<file path="src/rtl/msk_bb_mod.sv">
// msk_bb_mod: MSK baseband modulator (offset-QPSK, half-sine pulses), serial bits -> 16-bit signed I/Q for the DUC.
// Latency: I_data/Q_data/out_valid update one clk after each en && sample_en cycle; outputs hold between strobes.
// Backpressure: one-entry bit holding register, bit_tready = !full; symbol slots never stall (empty slot -> zero + underrun).
// Ports: clk, reset (async, active-high); en, sample_en sequencing; bit_tdata/bit_tvalid/bit_tready bit stream;
//        I_data/Q_data/out_valid sample output; underrun sticky while en is high.
module msk_bb_mod #(
    parameter int SPS = 8,
    parameter int AMP = 16384
) (
    input  logic               clk,
    input  logic               reset,
    input  logic               en,
    input  logic               sample_en,
    input  logic               bit_tdata,
    input  logic               bit_tvalid,
    output logic               bit_tready,
    output logic signed [15:0] I_data,
    output logic signed [15:0] Q_data,
    output logic               out_valid,
    output logic               underrun
);
    localparam int            NP     = 2 * SPS;
    localparam int            CW     = $clog2(NP);
    localparam logic [CW-1:0] SPS_C  = CW'(SPS);
    localparam logic [CW-1:0] LAST_C = CW'(NP - 1);
    localparam real           PI     = 3.14159265358979323846;

    // Symbol encoding {negative, nonzero}: zero, +1, -1.
    localparam logic [1:0] SYM_ZERO = 2'b00;
    localparam logic [1:0] SYM_POS  = 2'b01;
    localparam logic [1:0] SYM_NEG  = 2'b11;

    // Half-sine magnitude table, rounded to nearest; always in 0..AMP.
    function automatic logic [15:0] lut_val(input int k);
        real x;
        x = real'(AMP) * $sin(PI * real'(k) / real'(NP));
        return 16'($rtoi(x + 0.5));
    endfunction

    function automatic logic signed [15:0] shape(input logic [1:0] sym, input logic [15:0] mag);
        if (!sym[0]) begin
            return '0;
        end
        return sym[1] ? -$signed(mag) : $signed(mag);
    endfunction

    logic [15:0] lut [NP];
    for (genvar k = 0; k < NP; k++) begin : g_lut
        assign lut[k] = lut_val(k);
    end

    logic [CW-1:0]      n_cnt_q, n_cnt_d, q_idx;
    logic [1:0]         sym_i_q, sym_i_d, sym_q_q, sym_q_d, slot_sym;
    logic               hold_v_q, hold_v_d, hold_bit_q, hold_bit_d;
    logic signed [15:0] i_q, i_d, q_q, q_d;
    logic               vld_q, vld_d, under_q, under_d;

    // Q pulse runs half a symbol (SPS samples) behind I: index (n + SPS) mod 2*SPS.
    assign q_idx    = (n_cnt_q >= SPS_C) ? n_cnt_q - SPS_C : n_cnt_q + SPS_C;
    assign slot_sym = hold_v_q ? (hold_bit_q ? SYM_POS : SYM_NEG) : SYM_ZERO;

    always_comb begin
        n_cnt_d    = n_cnt_q;
        sym_i_d    = sym_i_q;
        sym_q_d    = sym_q_q;
        hold_v_d   = hold_v_q;
        hold_bit_d = hold_bit_q;
        i_d        = i_q;
        q_d        = q_q;
        vld_d      = 1'b0;
        under_d    = under_q;

        if (!en) begin
            n_cnt_d = '0;
            sym_i_d = SYM_ZERO;
            sym_q_d = SYM_ZERO;
            i_d     = '0;
            q_d     = '0;
            under_d = 1'b0;
        end else if (sample_en) begin
            // Symbol slots: I at n=0, Q at n=SPS; the loaded symbol shapes this very sample.
            if (n_cnt_q == '0 || n_cnt_q == SPS_C) begin
                if (hold_v_q) begin
                    hold_v_d = 1'b0;
                end else begin
                    under_d = 1'b1;
                end
                if (n_cnt_q == '0) begin
                    sym_i_d = slot_sym;
                end else begin
                    sym_q_d = slot_sym;
                end
            end
            i_d     = shape(sym_i_d, lut[n_cnt_q]);
            q_d     = shape(sym_q_d, lut[q_idx]);
            vld_d   = 1'b1;
            n_cnt_d = (n_cnt_q == LAST_C) ? '0 : n_cnt_q + 1'b1;
        end

        // Accept only when empty, so a transfer never collides with a consume.
        if (bit_tvalid && !hold_v_q) begin
            hold_v_d   = 1'b1;
            hold_bit_d = bit_tdata;
        end
    end

    always_ff @(posedge clk or posedge reset) begin
        if (reset) begin
            n_cnt_q    <= '0;
            sym_i_q    <= SYM_ZERO;
            sym_q_q    <= SYM_ZERO;
            hold_v_q   <= 1'b0;
            hold_bit_q <= 1'b0;
            i_q        <= '0;
            q_q        <= '0;
            vld_q      <= 1'b0;
            under_q    <= 1'b0;
        end else begin
            n_cnt_q    <= n_cnt_d;
            sym_i_q    <= sym_i_d;
            sym_q_q    <= sym_q_d;
            hold_v_q   <= hold_v_d;
            hold_bit_q <= hold_bit_d;
            i_q        <= i_d;
            q_q        <= q_d;
            vld_q      <= vld_d;
            under_q    <= under_d;
        end
    end

    assign bit_tready = ~hold_v_q;
    assign I_data     = i_q;
    assign Q_data     = q_q;
    assign out_valid  = vld_q;
    assign underrun   = under_q;

endmodule

</file>
<file path="config.mk">
export PLATFORM = sky130hd
export DESIGN_NAME = msk_bb_mod
export DESIGN_NICKNAME = d
export VERILOG_FILES = /design/src/rtl/msk_bb_mod.sv
export SDC_FILE = /design/constraint.sdc
export NUM_CORES = 1
export LEC_CHECK = 0
export ABC_AREA = 1
export BUFFER_PORTS_ARGS = -buffer_cell sky130_fd_sc_hd__buf_2
export CORE_MARGIN = 8
export CORE_UTILIZATION = 59
export DETAILED_ROUTE_END_ITERATION = 8
export PLACE_DENSITY = 0.81
export SLEW_MARGIN = 20
export SYNTH_ARGS = -nofsm -noshare
export SYNTH_HDL_FRONTEND = slang
export SYNTH_SLANG_ARGS = --single-unit
</file>
<file path="constraint.sdc">
create_clock -name clk -period 2.75 [get_ports clk]
set_clock_uncertainty 0.15 [all_clocks]
set_input_delay 0.275 -clock clk [delete_from_list [all_inputs] [get_ports clk]]
set_output_delay 0.275 -clock clk [all_outputs]
set_load 0.02 [all_outputs]
</file>
# Word level (Yosys, flattened, before mapping)
# Memories as Yosys holds them, arrays and structs flattened.
# Index checks and enable logic that the tools add are counted.
# Widths: inputs -> output; s select.
# word_totals
regBits	44
rom_bits	512
inputBits	6
out_inout_bits	35
mem_count	2
# op_classes
addsub	5
n_lt_le_gt_ge	3
eq_ne	5
mux	48
bitwise	3
n_reduce_logical	9
# memory_table
name	depth	word_bits	read_ports	rd_clocked_by_memory_dff	wr	line_no	rtl
(name not given)	16	16	1	0	0	95	q_d = shape(sym_q_d, lut[q_idx]);
(name not given)	16	16	1	0	0	94	i_d = shape(sym_i_d, lut[n_cnt_q]);
# op_table
cell	count
$mux 16	14
$neg 16->16	2
$mux 2	14
$mux 1	16
$mux 4	4
$ge 5x5->1 const B	2
$not 4->5	2
$eq 4x4->1 const B	2
$reduce_and 3->1	2
$reduce_bool 2->1	3
$add 4x1->4 const B	1
$add 4x4->4 const B	1
$ge 4x4->1 const B	1
$logic_not 4->1	1
$ne 2x1->1 const B	2
$sub 4x4->4 const B	1
$ne 2x2->1 const B	1
$logic_and 1x1->1	1
$logic_not 1->1	1
$logic_or 1x1->1	1
$not 1->1	1

# Logic depth before layout (Yosys ltp)
# logic_depth
word_depth	12
mapped_depth	17
ltp_nobuf	16

# Least setup slack after synthesis
# OpenSTA, ideal clock, no wires.
# synth_timing
kind	register to register
start	register n_cnt_q[0]
end	register i_q[14] (netlist: I_data[14])
setup_time_ps	117
arrival_ps	2129
required_time_ps	2483
slack_ps	354
path_stages_with_launch	15
n_path_buf	1
period_less_slack_ps	2396
path_cell_list	dfrtp_1 clkbuf_2 inv_1 ha_1 a21oi_1 nand2_1 nand2_1 ha_1 inv_1 nor2_4 nand3_1 nand2_1 nand2_1 nand3_1 nand2_1
# synth_between
elab_chain_len	11
# synth_lines
item	line_no	rtl
from (decl)	52	logic [CW-1:0] n_cnt_q, n_cnt_d, q_idx;
from (signal assigned)	119	n_cnt_q <= n_cnt_d;
parallel branches: the longest is 8 deep, another holds $mem_v2 16x16	-	
$mux 16 (*)	44	return sym[1] ? -$signed(mag) : $signed(mag);
$mux 16 (*)	80	end else if (sample_en) begin
$mux 16 (*)	73	if (!en) begin
to (signal assigned)	124	i_q <= i_d;
to (decl)	55	logic signed [15:0] i_q, i_d, q_q, q_d;
# Every way passes the cells marked *. The select of a mux whose other input is x is not followed.
# A chain may end at the register's enable or synchronous reset.

# Worst setup path in the final report
# layout_timing
start	register n_cnt_q[0]
end	register q_q[12] (netlist: Q_data[12])
# layout_between
elab_chain_len	11
# layout_lines
item	line_no	rtl
$add 4x4->4, or another cell as far along	59	assign q_idx = (n_cnt_q >= SPS_C) ? n_cnt_q - SPS_C : n_cnt_q + SPS_C;
$mux 4, or another cell as far along	59	
$not 4->5 (not written as such) / $mux 2 (equally long branches)	95, 82	
$mem_v2 16x16 / $mux 2 (equally long branches)	-	
$mux 16 (not written as such) / $mux 2 (equally long branches)	95, 73	
$mux 16 (not written as such) / $mux 1 (equally long branches)	95, 41	
$neg 16->16 / $mux 1 (equally long branches)	44, 80	
$mux 16 / $mux 1 (equally long branches)	44, 73	
$mux 16 (*)	44	
$mux 16 (*)	80	
$mux 16 (*)	73	
to (signal assigned)	125	q_q <= q_d;
to (decl)	55	
# Mark *: on every way between the ends. The rest lies on a longest branch, timed or not. The select of a mux whose other input is x is not followed.

==> flow_summary.json <==
{
  "netlist_area_um2": 3210,
  "grt_max_degree": 27,
  "layout.area.seq_um2": 1100,
  "pwr-share-comb_pct": 35.0,
  "grt-ovfl-total": 0,
  "routedWlPerCell_um": 14.0,
  "synthMostInstantiatedCell": "nand2_1",
  "power.internal_w": 0.00118,
  "num-fill-cells": 489,
  "slew_violations": 0,
  "rsz0062_at_grt": "no",
  "layout_min_cycle_time_ns": 2.51,
  "n_antenna_cell": 0,
  "cts_root_buf": "clkbuf_8",
  "ys_top_cells_by_area": "dfrtp_1 (34%), nand2_1 (21%), nand3_1 (8.6%), ha_1 (4.7%), inv_1 (4.0%)",
  "antenna_found_initial": 0,
  "yosysTopAreaCell": "dfrtp_1",
  "design.portCount": 41,
  "critPathLaunch": "n_cnt_q[0]",
  "syn_avg_cell_area_um2": 6.89,
  "synthTopCellsByCount": "nand2_1 (178), nand3_1 (55), dfrtp_1 (44)",
  "synthFlopType": "dfrtp_1",
  "pwr-share-seq_pct": 37.6,
  "track_usage_pct": 20.5,
  "max_slew_margin_pct": 42.1,
  "synth_fp_nets": 484,
  "drive_above_1_share_pct": 21.1,
  "firstDrtPassIters": 5,
  "r2r-start": "n_cnt_q[0]",
  "htree_levels": 2,
  "fin_crit_sh_pct": 91.2,
  "clk-insertion-delay-late_ns": 0.31,
  "cts_tree": "done",
  "cts.sinks": 44,
  "switching_share_pct": 38.5,
  "gp_congestion": 0.914,
  "cp-end-kind": "register",
  "post_synth_num_cell_types": 35,
  "p_switching_w": 0.000742,
  "vias_per_cell": 5.40,
  "p_leak_nw": 2.05,
  "ant_nets": 0,
  "clkPwrFrac_pct": 27.4,
  "die_width_um": 89.8,
  "peakVddDrop_uv": 269,
  "fin_ws_ns": 0.243,
  "setup-tns-final_ns": 0,
  "power_density_nw_per_um2": 533,
  "hold_class": "primary input to register",
  "drc": 0,
  "final_util_pct": 67.3,
  "min_from": "bit_tdata",
  "crit_end": "Q_data[12]",
  "syn2layout_area_growth_pct": 12.7,
  "grt_pass1_vias": 2982,
  "cts_max_path_buffers": 2,
  "routed_wl_um": 8150,
  "finalSetupViolations": 0,
  "synth_edf_count": 0,
  "drt_iter0_drc": 195,
  "ys_async_sr_fraction_pct": 100,
  "maxCapViolCount": 0,
  "critical_path_required_ns": 2.80,
  "synth_warnings": 0,
  "crit_arrival_ns": 2.55,
  "core_area_um2": 5370,
  "row_count": 27,
  "max_freq_ghz": 0.399,
  "start_util_pct": 59.8,
  "place_ws_ns": 0.247,
  "hold_violations": 0,
  "io_buffers": 40,
  "worstMarginPinSlew_ns": 0.864,
  "status": "finished clean",
  "r2r_cells": 13,
  "r2r-end": "Q_data[12]",
  "ys_ff_latch": 44,
  "critPathMaxFanout": 8,
  "r2r_slack_ns": 0.24,
  "start_kind": "register",
  "numCtsBuffers": 5,
  "grt_pass1_wl_um": 14000,
  "via_count": 3152,
  "yosysSeqAreaShare_pct": 34.3,
  "die_area_um2": 8060,
  "nets": 529,
  "path_clk_slew_ns": 0.10,
  "multiInputGateArea_um2": 1840,
  "worst-setup-path-type": "register to register",
  "yosys.area.top_type_share_pct": 34.3,
  "netlist_instances": 466,
  "hpwl_um": 6290,
  "die_h_um": 89.8
}
[layer usage]
layer	up-vias	global-route usage, %	wire [µm]
met3	18	4.24	407
met4	0	9.03	210
met5	-	0	0
met1	1444	25.7	3680
met2	96	33.0	3850
li1	1594	-	-
[per-stage QoR]
| stage | hold WS, ns | area, µm² | total power, W | std cells |
|---|---|---|---|---|
| 2_1_floorplan | 0.265 | 3210 | 0.00126 | 466 |
| 3_3_place_gp | 0.227 | 3490 | 0.00139 | 575 |
| 3_5_place_dp | 0.232 | 3490 | 0.00140 | 575 |
| 4_1_cts | 0.0535 | 3620 | 0.00192 | 584 |
| 5_1_grt | 0.0528 | 3620 | 0.00203 | 584 |
| 6_report | 0.0548 | 3620 | 0.00193 | 584 |
[logic make-up after synthesis]
group	Yosys count	share of synthesized area, %
AOI/OAI and AO/OA	56	10.1
xor gates and xnor gates	1	0.273
adders and majority gates	12	4.68
buffers and inverters	58	8.42
DFF	44	34.3
muxes	1	0.351
and+or+nand+nor	294	41.9
[cell type report]
cell class	count	share of cell area (%)
tap	72	2.49
clock buffer	5	1.90
timing repair buffer	54	8.51
multi-input combinational	364	50.9
sequential	44	30.5
inverter	42	4.43
clock inverter	3	1.28
[power by group through the flow]
stage                     Combinational, W  Clock, W  Sequential [W]
after CTS                         0.000672  0.000528        0.000724
after global placement            0.000654         0        0.000735
after detailed placement          0.000667         0        0.000736
final                             0.000674  0.000528        0.000724
after global routing              0.000753  0.000548        0.000730
after floorplan                   0.000485         0        0.000771
[cells in the final DEF, fill, tap and decap left out, drive strengths merged]
cell type | synthesis | final
a21oi | 10 | 10
dfrtp | 44 | 44
clkinv | 0 | 1
bufinv | 0 | 1
ha | 12 | 12
nand2 | 195 | 195
nor2 | 28 | 28
nor3 | 4 | 4
nand3 | 61 | 61
nand4 | 4 | 4
o21ai | 40 | 40
buf | 12 | 53
xor2 | 1 | 1
clkinvlp | 0 | 1
o31ai | 1 | 1
a22o | 1 | 1
mux2 | 1 | 1
dlygate4sd3 | 0 | 1
o22ai | 3 | 3
a21boi | 1 | 1
inv | 42 | 42
or2 | 2 | 2
clkbuf | 4 | 5
[state kept, by name (all words and copies together) (netlist names)]
signal / cells
hold_v_q: 1
underrun: 1
sym_i_q: 2
I_data: 16
n_cnt_q: 4
out_valid: 1
Q_data: 16
sym_q_q: 2
hold_bit_q: 1
[what timing repair did]
action / in CTS / in global routing
setup buffers: 0 / 0
hold buffers: 1 / 0
hold endpoints to repair: 25 / 0
setup endpoints to repair: 0 / 4
resized for setup: 0 / 1
[how the worst min path moves through the flow]
stage | cells after the start | to | slack (ns)
final | 2 | hold_bit_q | 0.05
after detailed placement | 2 | underrun | 0.23
after floorplan | 1 | underrun | 0.26
after global routing | 2 | hold_bit_q | 0.05
after global placement | 2 | underrun | 0.23
after CTS | 2 | hold_bit_q | 0.05
[worst max-delay path: stages (launching register included)]
cell     delay [ns]
dfrtp_2        0.48
ha_1           0.29
ha_1           0.22
a21oi_1        0.17
nand2_1        0.07
nand2_1        0.15
ha_1           0.24
nand2_1        0.10
nor2_1         0.18
nand3_1        0.12
nand2_1        0.07
nand2_1        0.05
nand3_1        0.06
nand2_1        0.05
(Power assumes the default switching activity.)
